[src/rtl/byte_instr_assembler_pkg.sv]
// Shared types and helpers for the byte instruction assembler.
package byte_instr_assembler_pkg;

  typedef enum logic [1:0] {
    IDLE = 2'd0,
    OPER = 2'd1,
    HOLD = 2'd2
  } state_t;

  typedef enum logic [2:0] {
    ILLEGAL = 3'd0,
    C0      = 3'd4,
    C1      = 3'd5,
    C2      = 3'd6,
    C3      = 3'd7
  } cls_t;

  // Classes 4..7 are legal; 0..3 are all treated as no-match.
  function automatic logic cls_legal(input logic [2:0] cls);
    return cls[2];
  endfunction

  // Number of operand bytes that follow an opcode of the given class.
  function automatic logic [1:0] cls_nops(input logic [2:0] cls);
    logic [1:0] n;
    n = 2'd0;
    case (cls)
      C0:      n = 2'd0;
      C1:      n = 2'd1;
      C2:      n = 2'd2;
      C3:      n = 2'd3;
      default: n = 2'd0;
    endcase
    return n;
  endfunction

endpackage

[src/rtl/byte_operand_collector.sv]
// Operand slot register: writes bytes into consecutive 8-bit slots.
module byte_operand_collector (
  input  logic        clk,
  input  logic        rst_n,
  input  logic        clr,
  input  logic        wr_en,
  input  logic [7:0]  wr_byte,
  output logic [23:0] ops,
  output logic [1:0]  cnt
);

  // Slot write / clear; cnt is the index of the next free slot.
  always_ff @(posedge clk or negedge rst_n) begin
    if (!rst_n) begin
      ops <= '0;
      cnt <= '0;
    end else if (clr) begin
      ops <= '0;
      cnt <= '0;
    end else if (wr_en) begin
      case (cnt)
        2'd0:    ops[7:0]   <= wr_byte;
        2'd1:    ops[15:8]  <= wr_byte;
        2'd2:    ops[23:16] <= wr_byte;
        default: ops        <= ops;
      endcase
      cnt <= cnt + 2'd1;
    end
  end

endmodule

[src/rtl/byte_instr_assembler.sv]
// Assembles opcode + operand bytes into one instruction with a
// valid/ready output, and counts illegal opcodes.
module byte_instr_assembler
  import byte_instr_assembler_pkg::*;
(
  input  logic        clk,
  input  logic        rst_n,
  input  logic        in_valid,
  input  logic [7:0]  in_byte,
  output logic        in_ready,
  output logic [7:0]  dec_opc,
  input  logic [2:0]  dec_cls,
  output logic        out_valid,
  input  logic        out_ready,
  output logic [7:0]  out_opc,
  output logic [2:0]  out_cls,
  output logic [23:0] out_ops,
  output logic [1:0]  out_nops,
  output logic        err_illegal,
  output logic [7:0]  err_count
);

  state_t      state, state_nx;
  logic [7:0]  opc_q;
  logic [2:0]  cls_q;
  logic [1:0]  nops_q;
  logic [1:0]  op_cnt;
  logic        in_xfer;
  logic        out_xfer;
  logic        acc_legal;
  logic        acc_illegal;
  logic        op_wr;

  byte_operand_collector u_collector (
    .clk     (clk),
    .rst_n   (rst_n),
    .clr     (acc_legal),
    .wr_en   (op_wr),
    .wr_byte (in_byte),
    .ops     (out_ops),
    .cnt     (op_cnt)
  );

  // State register.
  always_ff @(posedge clk or negedge rst_n) begin
    if (!rst_n) state <= IDLE;
    else        state <= state_nx;
  end

  // Next-state, handshakes and decoder-facing opcode.
  always_comb begin
    state_nx    = state;
    in_ready    = 1'b0;
    out_valid   = 1'b0;
    dec_opc     = opc_q;
    acc_legal   = 1'b0;
    acc_illegal = 1'b0;
    op_wr       = 1'b0;
    in_xfer     = 1'b0;
    out_xfer    = 1'b0;
    case (state)
      IDLE: begin
        in_ready = 1'b1;
        dec_opc  = in_byte;
        in_xfer  = in_valid;
        if (in_xfer) begin
          if (cls_legal(dec_cls)) begin
            acc_legal = 1'b1;
            state_nx  = (cls_nops(dec_cls) == 2'd0) ? HOLD : OPER;
          end else begin
            acc_illegal = 1'b1;
          end
        end
      end
      OPER: begin
        in_ready = 1'b1;
        in_xfer  = in_valid;
        op_wr    = in_xfer;
        if (in_xfer && (op_cnt == nops_q - 2'd1)) state_nx = HOLD;
      end
      HOLD: begin
        out_valid = 1'b1;
        out_xfer  = out_ready;
        if (out_xfer) state_nx = IDLE;
      end
      default: state_nx = IDLE;
    endcase
  end

  // Opcode, class and operand count latched at opcode accept.
  always_ff @(posedge clk or negedge rst_n) begin
    if (!rst_n) begin
      opc_q  <= '0;
      cls_q  <= '0;
      nops_q <= '0;
    end else if (acc_legal) begin
      opc_q  <= in_byte;
      cls_q  <= dec_cls;
      nops_q <= cls_nops(dec_cls);
    end
  end

  // Illegal-opcode pulse and saturating drop counter.
  always_ff @(posedge clk or negedge rst_n) begin
    if (!rst_n) begin
      err_illegal <= 1'b0;
      err_count   <= '0;
    end else begin
      err_illegal <= acc_illegal;
      if (acc_illegal && (err_count != 8'hFF)) err_count <= err_count + 8'd1;
    end
  end

  assign out_opc  = opc_q;
  assign out_cls  = cls_q;
  assign out_nops = nops_q;

endmodule

[config.mk]
export PLATFORM = sky130hd
export DESIGN_NAME = byte_instr_assembler
export DESIGN_NICKNAME = d
export VERILOG_FILES = /design/src/rtl/byte_instr_assembler_pkg.sv /design/src/rtl/byte_operand_collector.sv /design/src/rtl/byte_instr_assembler.sv
export SDC_FILE = /design/constraint.sdc
export NUM_CORES = 1
export LEC_CHECK = 0
export ABC_AREA = 1
export CAP_MARGIN = 20
export CORE_ASPECT_RATIO = 2
export CORE_MARGIN = 2
export CORE_UTILIZATION = 45
export CTS_CLUSTER_SIZE = 20
export DETAILED_ROUTE_END_ITERATION = 10
export PLACE_DENSITY_LB_ADDON = 0.12
export SLEW_MARGIN = 20
export SYNTH_ARGS = -nofsm -noshare
export SYNTH_HDL_FRONTEND = slang
export SYNTH_SLANG_ARGS = --single-unit
[constraint.sdc]
create_clock -name clk -period 2.9 [get_ports clk]
set_input_delay 0.58 -clock clk [delete_from_list [all_inputs] [get_ports clk]]
set_output_delay 0.58 -clock clk [all_outputs]
set_load 0.005 [all_outputs]
Word-level counts from Yosys, hierarchy flattened
Cells that the tools add are included.
- word-level logic and storage cells: 67
- register bits: 50
- bits of input ports: 15
- output and inout bits: 56
- multiplexer cells: 27
- equality and inequality tests: 13
- reduce and logical (&&, ||, !) cells: 14
- add/subtract/negate cells: 3
- operators with widths (cell ; count):
    2-to-1 mux 24 bit ; 2
    2-to-1 mux 8 bit ; 4
    2-to-1 mux 2 bit ; 10
    one-hot mux 2 bit (3 select lines) ; 2
    equality test 3 bit, second input constant ; 3
    2-to-1 mux 1 bit ; 9
    adder 8 x 1 -> 8 bit, second input constant ; 1
    != test 2 bit, second input constant ; 4
    != test 8 bit, second input constant ; 1
    nonzero test 2 bit ; 4
    zero test 2 bit ; 3
    AND reduction 2 bit ; 3
    equality test 2 x 1 -> 1 bit, second input constant ; 2
    equality test 2 bit, second input constant ; 2
    AND reduction 4 bit ; 1
    adder 2 x 1 -> 2 bit, second input constant ; 1
    equality test 2 bit ; 1
    logical AND 1 bit ; 2
    OR reduction 2 bit ; 1
    subtractor 2 x 1 -> 2 bit, second input constant ; 1

Longest topological paths before layout
Gate-level depths: netlist (run 1).
- depth in word-level cells: 10
- depth in mapped cells: 8
- depth with buffers taken out: 7

Hierarchy
Synthesis (run 1) repeated with hierarchy kept, for this count alone.
- cell total of the unflattened synthesis: 303
- area total of the unflattened synthesis: 2523.7 sq um
- by module, submodules not included (module ; cells each ; times used ; area each (sq um)):
    byte_instr_assembler ; 166 ; 1 ; 1267.5
    byte_operand_collector ; 137 ; 1 ; 1256.2

Worst setup path after synthesis (run 1)
Ideal clock, no wire load.
- kind: register to output
- from: register state[1]
- to: output dec_opc[0]
- path slack: 1.394 ns
- data required time: 2.320 ns
- buffers on the path: 1
- data arrival time: 0.926 ns
- stages on the path, launching flop included: 5
- cells stage by stage: dfrtp_1 > inv_2 > nand2_4 > buf_2 > o21ai_0
- longest elaborated chain between the ends: 2
- RTL lines (item ; RTL line ; source):
    from (decl) ; byte_instr_assembler.sv:23 ; state_t state, state_nx;
    from (signal assigned) ; byte_instr_assembler.sv:47 ; else state <= state_nx;
    zero test 2 bit ; byte_instr_assembler.sv:61 ; case (state)
    2-to-1 mux 8 bit ; byte_instr_assembler.sv:61 ;
    to (decl) ; byte_instr_assembler.sv:11 ; output logic [7:0] dec_opc,
No other way between the ends.

Final worst setup path (run 1)
- from: input in_byte[7]
- to: output dec_opc[7]
- longest elaborated chain between the ends: 1
- RTL lines (item ; RTL line ; source):
    from (decl) ; byte_instr_assembler.sv:9 ; input logic [7:0] in_byte,
    2-to-1 mux 8 bit ; byte_instr_assembler.sv:61 ;
No other way between the ends.

==> results of run 1 <==
## flip-flops by register name, indices dropped and copies added, names as in the netlist
name	cells
state	2
u_collector.ops	24
out_nops	2
out_opc	8
u_collector.cnt	2
out_cls	3
err_count	8
err_illegal	1
## per-layer routing
metal / routed length, µm / vias up
met2: 2770 / 61
li1: - / 1030
met4: 86 / 0
met5: 0 / -
met1: 2370 / 944
met3: 352 / 6
## through the flow
step / std cells / power (mW) / util
after floorplan: 281 / 1.93 / -
after global placement: 405 / 2.76 / 0.591
after detailed placement: 405 / 2.79 / 0.591
after CTS: 413 / 3.30 / 0.611
after global routing: 413 / 3.49 / 0.611
final: 413 / 3.25 / 0.611
## worst max-delay path by stage
stage | from | to | slack (ns)
CTS | in_byte[6] | dec_opc[6] | 0.51
finish | in_byte[7] | dec_opc[7] | 0.50
global placement | in_byte[0] | dec_opc[0] | 0.53
global route | in_byte[4] | dec_opc[4] | 0.40
detailed placement | in_byte[6] | dec_opc[6] | 0.53
floorplan | state[1]$_DFFE_PN0P_ | dec_opc[0] | 1.39
## cell type report
type	count	area, µm²	area share
Timing Repair Buffer	71	703	0.216
Multi-Input combinational cell	200	1020	0.313
Clock buffer	7	76.3	0.0235
Inverter	24	97.6	0.0300
Clock inverter	1	30.0	0.00923
Tap cell	60	75.1	0.0231
Sequential cell	50	1250	0.385
## cells by family after synthesis
| family | Yosys count | share of synthesized area |
|---|---|---|
| AO/OA/AOI/OAI | 29 | 0.0728 |
| XOR/XNOR | 6 | 0.0215 |
| adder cells (fa/ha/maj) | 4 | 0.0205 |
| buffers and inverters | 31 | 0.0697 |
| flip-flops | 50 | 0.513 |
| AND/OR/NAND/NOR | 161 | 0.303 |
## layout by cell type (no fill, tap or decap)
cell | netlist | layout
nor2_2 | 5 | 5
bufinv_16 | 0 | 1
nor2_4 | 2 | 2
clkinv_1 | 1 | 1
a211oi_1 | 1 | 1
nand2_2 | 4 | 4
clkbuf_1 | 0 | 2
nand2_1 | 102 | 102
o21ai_2 | 8 | 8
clkdlybuf4s50_1 | 0 | 69
o21ai_1 | 3 | 3
ha_1 | 4 | 4
inv_1 | 20 | 20
dfrtp_1 | 50 | 50
xor2_1 | 1 | 1
xnor2_1 | 5 | 5
or2_1 | 1 | 1
nand2_4 | 4 | 4
nor2_8 | 1 | 1
nand3_2 | 1 | 1
inv_8 | 1 | 1
inv_2 | 2 | 2
buf_2 | 1 | 1
buf_4 | 0 | 1
a21oi_1 | 5 | 5
nand3_1 | 30 | 30
nand3b_1 | 1 | 1
clkbuf_8 | 0 | 5
nor2_1 | 10 | 10
o21ai_0 | 12 | 12
## power breakdown
part / switching (mW) / total (mW) / internal (mW)
clock network: 0.229 / 0.487 / 0.258
registers: 0.218 / 1.21 / 0.993
logic: 0.675 / 1.56 / 0.880
## critical path: cells and delay by family
family,cells,cell delay [ns]
AOI/OAI and AO/OA,1,0.17
buffers and inverters,3,1.07
==> metrics.yaml, run 1 <==
status: "completed"
ys.warnings.count: 0
fin_crit_sh: 0.828
synthFlopType: "dfrtp_1"
tightest_slew_ns: 0.417
place_ws_ns: 0.526
ctsHoldBuffers: 0
hold_path.class: "in2async"
cap_viol_max_count: 0
synth_edf_count: 0
fin_area_mm2: 0.00325
ir_drop_uv: 667
place_hpwl_um: 3940
ys_seq_elements: 50
p_per_area_mw_per_mm2: 1000
fin_tns_setup_ns: 0
fmax_ghz: 0.416
worst_ep_required_time_ns: 2.32
grt_overflow: 0
synth_top_cell_area_share: 0.513
use_met3: 0.0467
area_growth_pct: 33.3
worstSetupStartpointType: "primary input"
die_width_um: 56.1
synth.area.top_cells: "dfrtp_1 51%, nand2_1 16%, nand3_1 6.2%, inv_1 3.1%, o21ai_2 2.9%"
cts_resized: 0
post-route-drc-count: 0
yosysTopAreaCell: "dfrtp_1"
grt_start_max_net_pins: 47
initial_core_util: 0.458
drtAntennaViolNets: 0
met1_usage: 0.241
groute.usage.overall: 0.187
die_y_um: 108
clkSinkCount: 50
postCtsSetupBuffers: 0
path_cells: "clkdlybuf4s50_1 -> inv_1 -> o21ai_0 -> clkdlybuf4s50_1"
synth_top_cells_by_count: "102 x nand2_1, 50 x dfrtp_1, 30 x nand3_1"
p_leak_nw: 1.56
timing.rr.end: "u_collector.ops[1]$_DFFE_PN0P_"
crit_top_cell: "clkdlybuf4s50_1"
drive_gt1_frac: 0.102
hold_ws_ns: 0.185
drtPass1Iterations: 4
cts_root_buffer: "clkbuf_8"
clk_pin_slew_worst_paths_ns: 0.09
grt_busiest_layer: "met2"
ios: 71
cpPeakStageDelay_ns: 0.54
final_nets: 371
r2r_start: "state[1]$_DFFE_PN0P_"
netlist_instances: 281
portBuffers: 70
timing.final.hold_violations: 0
arrival_ns: 1.82
gp_congestion: 0.745
avgRoutedWirePerCell_um: 13.5
tritoncts: "yes"
core_area_mm2: 0.00533
clkLatencyLatePin_ns: 0.31
yosysUniqueCellTypes: 26
grt_pass1_wl_um: 8810
cp_max_fo: 3
grt_pass1_vias: 1887
fin_skew_ns: 0.00678
antenna_found_initial: 0
routed_via_density: 4.94
setup_violations: 0
setup_slack_ns: 0.499
synth-async-reset-ratio: 1.00
final.fill_count: 490
maxSlewViolCount: 0
routed_wirelength_um: 5580
reg2reg_setup_slack_ns: 1.38
yosysMostFrequentCell: "nand2_1"
cts_buffer_depth: 2
gr-usage-met2: 0.303
critical_path_class: "in2out"
reg2regPathDepth: 7
syn_avg_cell_area_um2: 8.68
drt_iter0_drc: 72
post-route-min-period_ns: 2.40
ys_seq_area_frac: 0.513
dieArea_mm2: 0.00606
syn_area_mm2: 0.00244
placed_area_mm2: 0.00315
num_vias: 2041
cts_made_buffers: 5
rsz0062_at_grt: "false"
crit_path_end_kind: "primary output"
htreeDepth: 2
rows: 38
synth_nets: 300
diodes: 0
relSlewSlack: 0.721
cpMaxStageDelayCell: "clkdlybuf4s50_1"
Power figures use the tool's default switching activity.
==> run 2: changes to the inputs <==
- CORE_UTILIZATION: 45 -> 43
- clock period: 2.9 -> 2.1 ns (I/O delays scaled with it)
==> metrics.yaml, run 2 (synthesis gave the netlist of run 1 again) <==
p_clk_frac: 0.123
gp_congestion: 0.776
status: "completed"
drtPass1Iterations: 4
grt_overflow: 0
cts_buffer_depth: 2
final_nets: 384
crit_top_cell: "clkdlybuf4s50_1"
num_vias: 2127
rsz0062_at_grt: "false"
fmax_ghz: 0.493
combPwrFrac: 0.506
critical_path_class: "in2out"
tightest_slew_ns: 0.589
p_per_area_mw_per_mm2: 1340
initial_core_util: 0.446
dieArea_mm2: 0.00633
tritoncts: "yes"
seq_area_mm2: 0.00125
diodes: 0
dpl.cell_count: 414
antenna_found_initial: 0
wl_met2_um: 3300
fin_crit_sh: 0.967
grt_pass1_wl_um: 9970
htreeDepth: 2
switching_power_mw: 1.60
core_area_mm2: 0.00547
rows: 38
arrival_ns: 1.61
r2r_start: "state[1]$_DFFE_PN0P_"
wl_met3_um: 199
cpPeakStageDelay_ns: 0.51
cap_viol_max_count: 0
cts_made_buffers: 5
pwr-share-seq: 0.371
power_mw: 4.49
fin_tns_setup_ns: 0
worst_ep_required_time_ns: 1.68
largest_register_ffs: 24
final_common_cell: "nand2_1"
die_y_um: 111
critPathTopFamily: "buffers and inverters"
clk_pin_slew_worst_paths_ns: 0.10
avgRoutedWirePerCell_um: 13.9
cts_root_buffer: "clkbuf_8"
grt_pass1_vias: 2087
p_int_mw: 2.89
hold_path.class: "in2async"
multi_input_area_mm2: 0.00103
drt_iter0_drc: 64
routed_wirelength_um: 5900
path_cells: "clkdlybuf4s50_1 -> inv_1 -> o21ai_0 -> clkdlybuf4s50_1"
ios: 71
timing.final.hold_violations: 0
final.fill_count: 516
area_growth_pct: 37.4
groute.usage.overall: 0.199
p_leak_nw: 1.64
relSlewSlack: 0.607
switching_share: 0.356
crit_path_start: "in_byte[1]"
largest_register: "u_collector.ops"
crit_path_end_kind: "primary output"
highest-signal-layer: "met4"
cp_max_fo: 3
layout_common_cells: "102 x nand2_1, 67 x clkdlybuf4s50_1, 50 x dfrtp_1, 30 x nand3_1, 20 x inv_1"
fin_cells: 425
worst-path-buf-inv: 3
ir_drop_uv: 888
place_hpwl_um: 4440
drive_gt1_frac: 0.137
grt_start_max_net_pins: 47
post-route-min-period_ns: 2.03
setup_violations: 0
wl_met1_um: 2290
routed_via_density: 5.00
post-route-drc-count: 0
clkSinkCount: 50
die_width_um: 57.3
maxSlewViolCount: 0
ctsHoldBuffers: 0
cpMaxStageDelayCell: "clkdlybuf4s50_1"
drtAntennaViolNets: 0
portBuffers: 70
clkLatencyLatePin_ns: 0.30
worstSetupStartpointType: "primary input"
fin_skew_ns: 0.0134
run 2: power groups by stage:
stage	Clock (mW)	Sequential (mW)	Combinational, mW
final	0.554	1.67	2.27
after global routing	0.608	1.72	2.52
after CTS	0.567	1.67	2.28
after detailed placement	0	1.69	2.21
after global placement	0	1.69	2.18
after floorplan	0	1.68	0.984
run 2: worst paths after layout:
kind | to | slack (ns) | cells after the start
worst max-delay path | dec_opc[1] | 0.07 | 4
worst min-delay path | u_collector.ops[11]$_DFFE_PN0P_ | 0.10 | 1
min in group clk | out_cls[2]$_DFFE_PN0P_ | 0.49 | 1
max in group asynchronous | out_opc[6]$_DFFE_PN0P_ | 1.44 | 2
worst max register to register | u_collector.ops[3]$_DFFE_PN0P_ | 0.55 | 8
worst min register to register | out_cls[2]$_DFFE_PN0P_ | 0.49 | 1
run 2: per-layer routing:
metal / vias up / track usage
met5: - / 0
met4: 0 / 0.0651
met3: 9 / 0.0304
met2: 51 / 0.374
met1: 1012 / 0.219
li1: 1055 / -
run 2: what timing repair did:
action	CTS	global route
setup endpoints to repair	8	8
buffers inserted	2	2
cloned	0	0
resized for setup	2	6
pin swaps	0	1
run 2: cell type report:
| class | instances | share of cell area |
|---|---|---|
| Multi-Input combinational cell | 200 | 0.306 |
| Timing Repair Buffer | 84 | 0.244 |
| Clock buffer | 5 | 0.0205 |
| Sequential cell | 50 | 0.373 |
| Clock inverter | 2 | 0.00448 |
| Inverter | 24 | 0.0291 |
| Tap cell | 60 | 0.0224 |
run 2: metrics by stage:
step / area [µm²] / setup slack, ns / util / hold slack [ns]
2_1_floorplan: 2440 / 0.754 / - / 0.124
3_3_place_gp: 3230 / 0.0496 / 0.590 / 0.455
3_5_place_dp: 3230 / 0.0398 / 0.590 / 0.452
4_1_cts: 3330 / 0.00957 / 0.610 / 0.126
5_1_grt: 3350 / 0.00572 / 0.613 / 0.149
6_report: 3350 / 0.0696 / 0.613 / 0.101
